==> config.mk <==
export PLATFORM = sky130hd
export DESIGN_NAME = muldiv_hilo
export DESIGN_NICKNAME = d
export VERILOG_FILES = /design/src/rtl/muldiv_hilo.sv
export SDC_FILE = /design/constraint.sdc
export NUM_CORES = 1
export LEC_CHECK = 0
export ABC_AREA = 1
export BUFFER_PORTS_ARGS = -buffer_cell sky130_fd_sc_hd__buf_2
export CORE_ASPECT_RATIO = 0.8
export CORE_MARGIN = 1.5
export CORE_UTILIZATION = 60
export CTS_BUF_LIST = sky130_fd_sc_hd__clkbuf_16
export DETAILED_ROUTE_END_ITERATION = 6
export PLACE_DENSITY_LB_ADDON = 0.1
export SLEW_MARGIN = 20
export SYNTH_ARGS = -nofsm -noshare
export SYNTH_HDL_FRONTEND = slang
export SYNTH_SLANG_ARGS = --single-unit
==> constraint.sdc <==
create_clock -name clk -period 5.01 [get_ports clk]
set_input_delay 1.002 -clock clk [delete_from_list [all_inputs] [get_ports clk]]
set_output_delay 1.002 -clock clk [all_outputs]
set_load 0.01 [all_outputs]
==> src/rtl/muldiv_hilo.sv <==
// Iterative radix-2 MULT/MULTU/DIV/DIVU engine with HI/LO registers.
// Divider is present only when MULDIV_DIV_EN is defined.
module muldiv_hilo #(
  parameter int WIDTH = 32
) (
  input  logic             clk,
  input  logic             rst,
  input  logic             start,
  input  logic [1:0]       op,
  input  logic [WIDTH-1:0] a,
  input  logic [WIDTH-1:0] b,
  input  logic             mthi,
  input  logic             mtlo,
  input  logic [WIDTH-1:0] wdata,
  input  logic             hilo_req,
  output logic [WIDTH-1:0] hi,
  output logic [WIDTH-1:0] lo,
  output logic             busy,
  output logic             done,
  output logic             stall
);

  localparam int CW = $clog2(WIDTH + 1);
  localparam int W2 = 2 * WIDTH;

  typedef enum logic [1:0] {IDLE, CALC, FIX} state_e;

  state_e           state_q, state_d;
  logic [CW-1:0]    cnt_q, cnt_d;
  logic [W2-1:0]    acc_q, acc_d;
  logic [WIDTH-1:0] opb_q, opb_d;
  logic             neg_q, neg_d;
  logic [WIDTH-1:0] hi_q, hi_d;
  logic [WIDTH-1:0] lo_q, lo_d;
  logic             done_q, done_d;
`ifdef MULDIV_DIV_EN
  logic             div_q, div_d;
  logic             negr_q, negr_d;
  logic             dz_q, dz_d;
`endif

  logic go, load, step, fin, mv_ok;

`ifdef MULDIV_DIV_EN
  assign go = start & (state_q == IDLE);
`else
  // Without the divider a DIV/DIVU request is simply not a start.
  assign go = start & ~op[1] & (state_q == IDLE);
`endif

  always_ff @(posedge clk) begin
    if (rst) state_q <= IDLE;
    else     state_q <= state_d;
  end

  always_comb begin
    state_d = state_q;
    unique case (state_q)
      IDLE:    if (go) state_d = CALC;
      CALC:    if (cnt_q == CW'(WIDTH - 1)) state_d = FIX;
      FIX:     state_d = IDLE;
      default: state_d = IDLE;
    endcase
  end

  always_comb begin
    busy   = (state_q != IDLE);
    load   = go;
    step   = (state_q == CALC);
    fin    = (state_q == FIX);
    mv_ok  = (state_q == IDLE) & ~start;
    done_d = fin;
  end

  assign stall = busy & hilo_req;
  assign hi    = hi_q;
  assign lo    = lo_q;
  assign done  = done_q;

  logic             sgn, sa, sb;
  logic [WIDTH-1:0] mag_a, mag_b;
  logic [WIDTH:0]   mul_sum;
  logic [W2-1:0]    mul_step, prod;

  assign sgn   = ~op[0];
  assign sa    = sgn & a[WIDTH-1];
  assign sb    = sgn & b[WIDTH-1];
  assign mag_a = sa ? -a : a;
  assign mag_b = sb ? -b : b;

  // Multiply: add multiplicand into the upper half, shift right.
  assign mul_sum  = {1'b0, acc_q[W2-1:WIDTH]}
                  + {1'b0, (acc_q[0] ? opb_q : '0)};
  assign mul_step = {mul_sum, acc_q[WIDTH-1:1]};
  assign prod     = neg_q ? -acc_q : acc_q;

`ifdef MULDIV_DIV_EN
  logic [WIDTH:0]   rem_sh, diff;
  logic [W2-1:0]    div_step;
  logic [WIDTH-1:0] quo, rem;

  // Restoring step: remainder in the upper half, quotient shifts in below.
  assign rem_sh   = {acc_q[W2-1:WIDTH], acc_q[WIDTH-1]};
  assign diff     = rem_sh - {1'b0, opb_q};
  assign div_step = diff[WIDTH]
                  ? {rem_sh[WIDTH-1:0], acc_q[WIDTH-2:0], 1'b0}
                  : {diff[WIDTH-1:0], acc_q[WIDTH-2:0], 1'b1};
  assign quo      = acc_q[WIDTH-1:0];
  assign rem      = acc_q[W2-1:WIDTH];
`endif

  always_comb begin
    cnt_d  = cnt_q;
    acc_d  = acc_q;
    opb_d  = opb_q;
    neg_d  = neg_q;
    hi_d   = hi_q;
    lo_d   = lo_q;
`ifdef MULDIV_DIV_EN
    div_d  = div_q;
    negr_d = negr_q;
    dz_d   = dz_q;
`endif
    if (load) begin
      cnt_d = '0;
      neg_d = sa ^ sb;
      acc_d = {{WIDTH{1'b0}}, mag_b};
      opb_d = mag_a;
`ifdef MULDIV_DIV_EN
      div_d  = op[1];
      negr_d = sa;
      dz_d   = (b == '0);
      if (op[1]) begin
        acc_d = {{WIDTH{1'b0}}, mag_a};
        opb_d = mag_b;
      end
`endif
    end else if (step) begin
      cnt_d = cnt_q + CW'(1);
      acc_d = mul_step;
`ifdef MULDIV_DIV_EN
      if (div_q) acc_d = div_step;
`endif
    end
    if (fin) begin
      {hi_d, lo_d} = prod;
`ifdef MULDIV_DIV_EN
      if (div_q) begin
        lo_d = dz_q ? '1 : (neg_q ? -quo : quo);
        hi_d = negr_q ? -rem : rem;
      end
`endif
    end else if (mv_ok) begin
      if (mthi) hi_d = wdata;
      if (mtlo) lo_d = wdata;
    end
  end

  always_ff @(posedge clk) begin
    if (rst) begin
      cnt_q  <= '0;
      acc_q  <= '0;
      opb_q  <= '0;
      neg_q  <= 1'b0;
      hi_q   <= '0;
      lo_q   <= '0;
      done_q <= 1'b0;
`ifdef MULDIV_DIV_EN
      div_q  <= 1'b0;
      negr_q <= 1'b0;
      dz_q   <= 1'b0;
`endif
    end else begin
      cnt_q  <= cnt_d;
      acc_q  <= acc_d;
      opb_q  <= opb_d;
      neg_q  <= neg_d;
      hi_q   <= hi_d;
      lo_q   <= lo_d;
      done_q <= done_d;
`ifdef MULDIV_DIV_EN
      div_q  <= div_d;
      negr_q <= negr_d;
      dz_q   <= dz_d;
`endif
    end
  end

endmodule
==> impl_metrics.py <==
metrics = {
    "clock_tree": {
        "h-tree-depth": 4,
        "cts_buffer_depth": 2,
        "hold_buffers": 0,
        "cts.repair.resized": 0,
        "root_buffer": "clkbuf_16",
        "cts_setup_buffers": 0,
        "cts_tree": "done",
        "clk_latency_ns": 0.45,
        "clk_pin_slew_ns": 0.07,
        "clock_sinks": 170,
        "cts_made_buffers": 17,
    },
    "timing": {
        "fin_crit_ns": 3.26,
        "hold_violations": 0,
        "maxSlewHeadroom": 0.277,
        "fin_tns_setup_ns": 0,
        "hold_slack_ns": 0.461,
        "drv_slew": 0,
        "min_period_over_period": 0.651,
        "setup_violations": 0,
        "finClkSkew_ns": 0.0114,
        "max_freq_mhz": 307,
        "tightest_slew_ns": 1.08,
        "rsz0062_at_grt": "no",
    },
    "setup_path": {
        "ff2ff_path_depth": 6,
        "cp.required_ns": 5.31,
        "endpoint_kind": "flip-flop",
        "path_class": "reg -> reg",
        "cp_max_fo": 77,
        "worst_ep_arrival_time_ns": 3.56,
        "cp-start-kind": "flip-flop",
    },
    "finish": {
        "n_antenna_cell": 0,
        "post-route-util": 0.680,
        "area_growth_pct": 10.9,
        "fin_nets": 2526,
        "drive_gt1_frac": 0.121,
    },
    "pwr": {
        "p_sw_mw": 1.41,
        "ir_drop_v": 0.000251,
        "power_switching_share": 0.364,
        "p_comb_frac": 0.259,
        "power.leakage_nw": 7.55,
        "internal_power_mw": 2.47,
        "powerDensity_nw_per_um2": 264,
        "clkPwrFrac": 0.341,
        "power.share.sequential": 0.400,
    },
    "floorplanning": {
        "initial_core_util": 0.614,
        "die_h_um": 136,
        "ios": 171,
        "die-area_um2": 23000,
        "core_um2": 21600,
        "die_x_um": 169,
        "rows": 48,
    },
    "global_route": {
        "grt_pass1_vias": 13299,
        "antenna_found_initial": 0,
        "grt_pass1_wl_um": 71800,
        "grt.total_usage": 0.403,
        "grt_max_degree": 78,
        "grt.overflow.total": 0,
    },
    "routing": {
        "drtPass1Iterations": 6,
        "vias": 15739,
        "drc": 0,
        "routed_wirelength_um": 46900,
        "viasPerCell": 5.89,
        "drtAntennaViolNets": 0,
        "drt-initial-drc-count": 2350,
        "wire_per_inst_um": 17.5,
    },
    "logic_synthesis": {
        "netlist_top_cells_area": "dfxtp_1 (26%), nand2_1 (17%), a21oi_1 (8.6%)",
        "synthArstFlopShare": 0,
        "synthFlopType": "dfxtp_1",
        "syn_nets": 2414,
        "ys_types": 49,
        "synth_top_area_frac": 0.257,
        "ys_ff_latch": 170,
        "synth_most_common_cell": "nand2_1",
        "syn_area_um2": 13300,
        "seq_area_frac_synth": 0.257,
        "avgSynthCellArea_um2": 5.84,
        "synthTopCellsByCount": "nand2_1 (611), inv_1 (275), nor2_1 (258), a21oi_1 (229), nand3_1 (190)",
        "yosys.area.top_type": "dfxtp_1",
        "synth-edff-count": 0,
        "syn_inst": 2273,
        "ys_warn_count": 0,
    },
    "flow_run": {
        "maxCapViolations": 0,
    },
    "placement": {
        "dp_hpwl_um": 36700,
        "gp_congestion": 0.990,
        "io_buffers": 170,
    },
    "min_path": {
        "hold_class": "reg -> reg",
        "min_path_cells": 2,
    },
    "outcome": {
        "outcome": "finished clean",
    },
}
[cells in the final DEF, fill, tap and decap left out, drive strengths merged]
cell type	instances
o21ai	211
o211ai	7
nand3b	7
a221oi	3
nor2	280
buf	179
clkbuf	17
and3	1
o21bai	3
o31ai	1
nand2	626
o2111ai	1
xnor2	10
a21boi	2
bufinv	1
o221ai	5
nand3	196
xor2	38
nand4	22
a21oi	231
nor4	4
inv	296
dfxtp	170
or2	11
a21o	1
and2	3
nor3	18
fa	1
a31oi	9
clkinv	5
ha	36
clkinvlp	3
[registers in the layout, indices dropped and copies added, names as in the netlist]
register	count
acc_q	64
cnt_q	6
done	1
hi	32
lo	32
neg_q	1
opb_q	32
state_q	2
[routing by layer]
| layer | vias to the layer above | share of wire | track usage |
|---|---|---|---|
| met2 | 1059 | 0.38 | 0.547 |
| met3 | 74 | 0.15 | 0.102 |
| met5 | - | 0 | 0 |
| li1 | 7561 | - | - |
| met4 | 0 | 0.022 | 0.110 |
| met1 | 7045 | 0.44 | 0.616 |
[power by group through the flow]
stage / Sequential, mW / Combinational, mW / Clock, mW
floorplan: 1.55 / 0.688 / 0
global placement: 1.57 / 0.951 / 0
detailed placement: 1.57 / 0.969 / 0
CTS: 1.55 / 0.977 / 1.31
global route: 1.56 / 1.11 / 1.36
finish: 1.55 / 1.00 / 1.32
[worst paths after layout]
| path | startpoint | endpoint | slack (ns) |
|---|---|---|---|
| hold reg to reg | opb_q[24] | opb_q[24] | 0.46 |
| setup reg to reg | state_q[0] | state_q[1] | 1.75 |
| setup / recovery | state_q[0] | state_q[1] | 1.75 |
| hold / removal | opb_q[24] | opb_q[24] | 0.46 |
[layout make-up]
class,instances,area (um^2)
Fill cell,2052,6910
Tap cell,275,344
Clock inverter,15,141
Clock buffer,17,425
Multi-Input combinational cell,1727,8390
Inverter,290,1090
Timing Repair Buffer,179,918
Sequential cell,170,3400
[metrics by stage]
step | power, mW | cell area [um^2] | setup WS [ns] | cells
finish | 3.88 | 14700 | 1.75 | 2673
global route | 4.04 | 14700 | 1.50 | 2673
CTS | 3.84 | 14700 | 2.01 | 2673
detailed placement | 2.54 | 14100 | 1.94 | 2641
global placement | 2.52 | 14100 | 1.93 | 2641
floorplan | 2.24 | 13300 | 2.73 | 2273
[critical path, cell delays in order (launching register included)]
cell      delay [ns]
dfxtp_1         0.35
inv_2           0.09
nor2_4          0.71
clkinv_2        1.02
nor3_2          0.47
inv_1           0.12
nor4_1          0.33
[logic make-up (layout without fill, tap and decap cells)]
kind of cell,count (synthesis),after routing,share of synthesized area
and+or+nand+nor,1168,1168,0.376
DFF,170,170,0.257
adders and majority gates,37,37,0.0355
buffers and inverters,376,501,0.112
xor gates and xnor gates,48,48,0.0317
AOI/OAI and AO/OA,474,474,0.188
No activity file was read; power rests on OpenSTA's default activity.
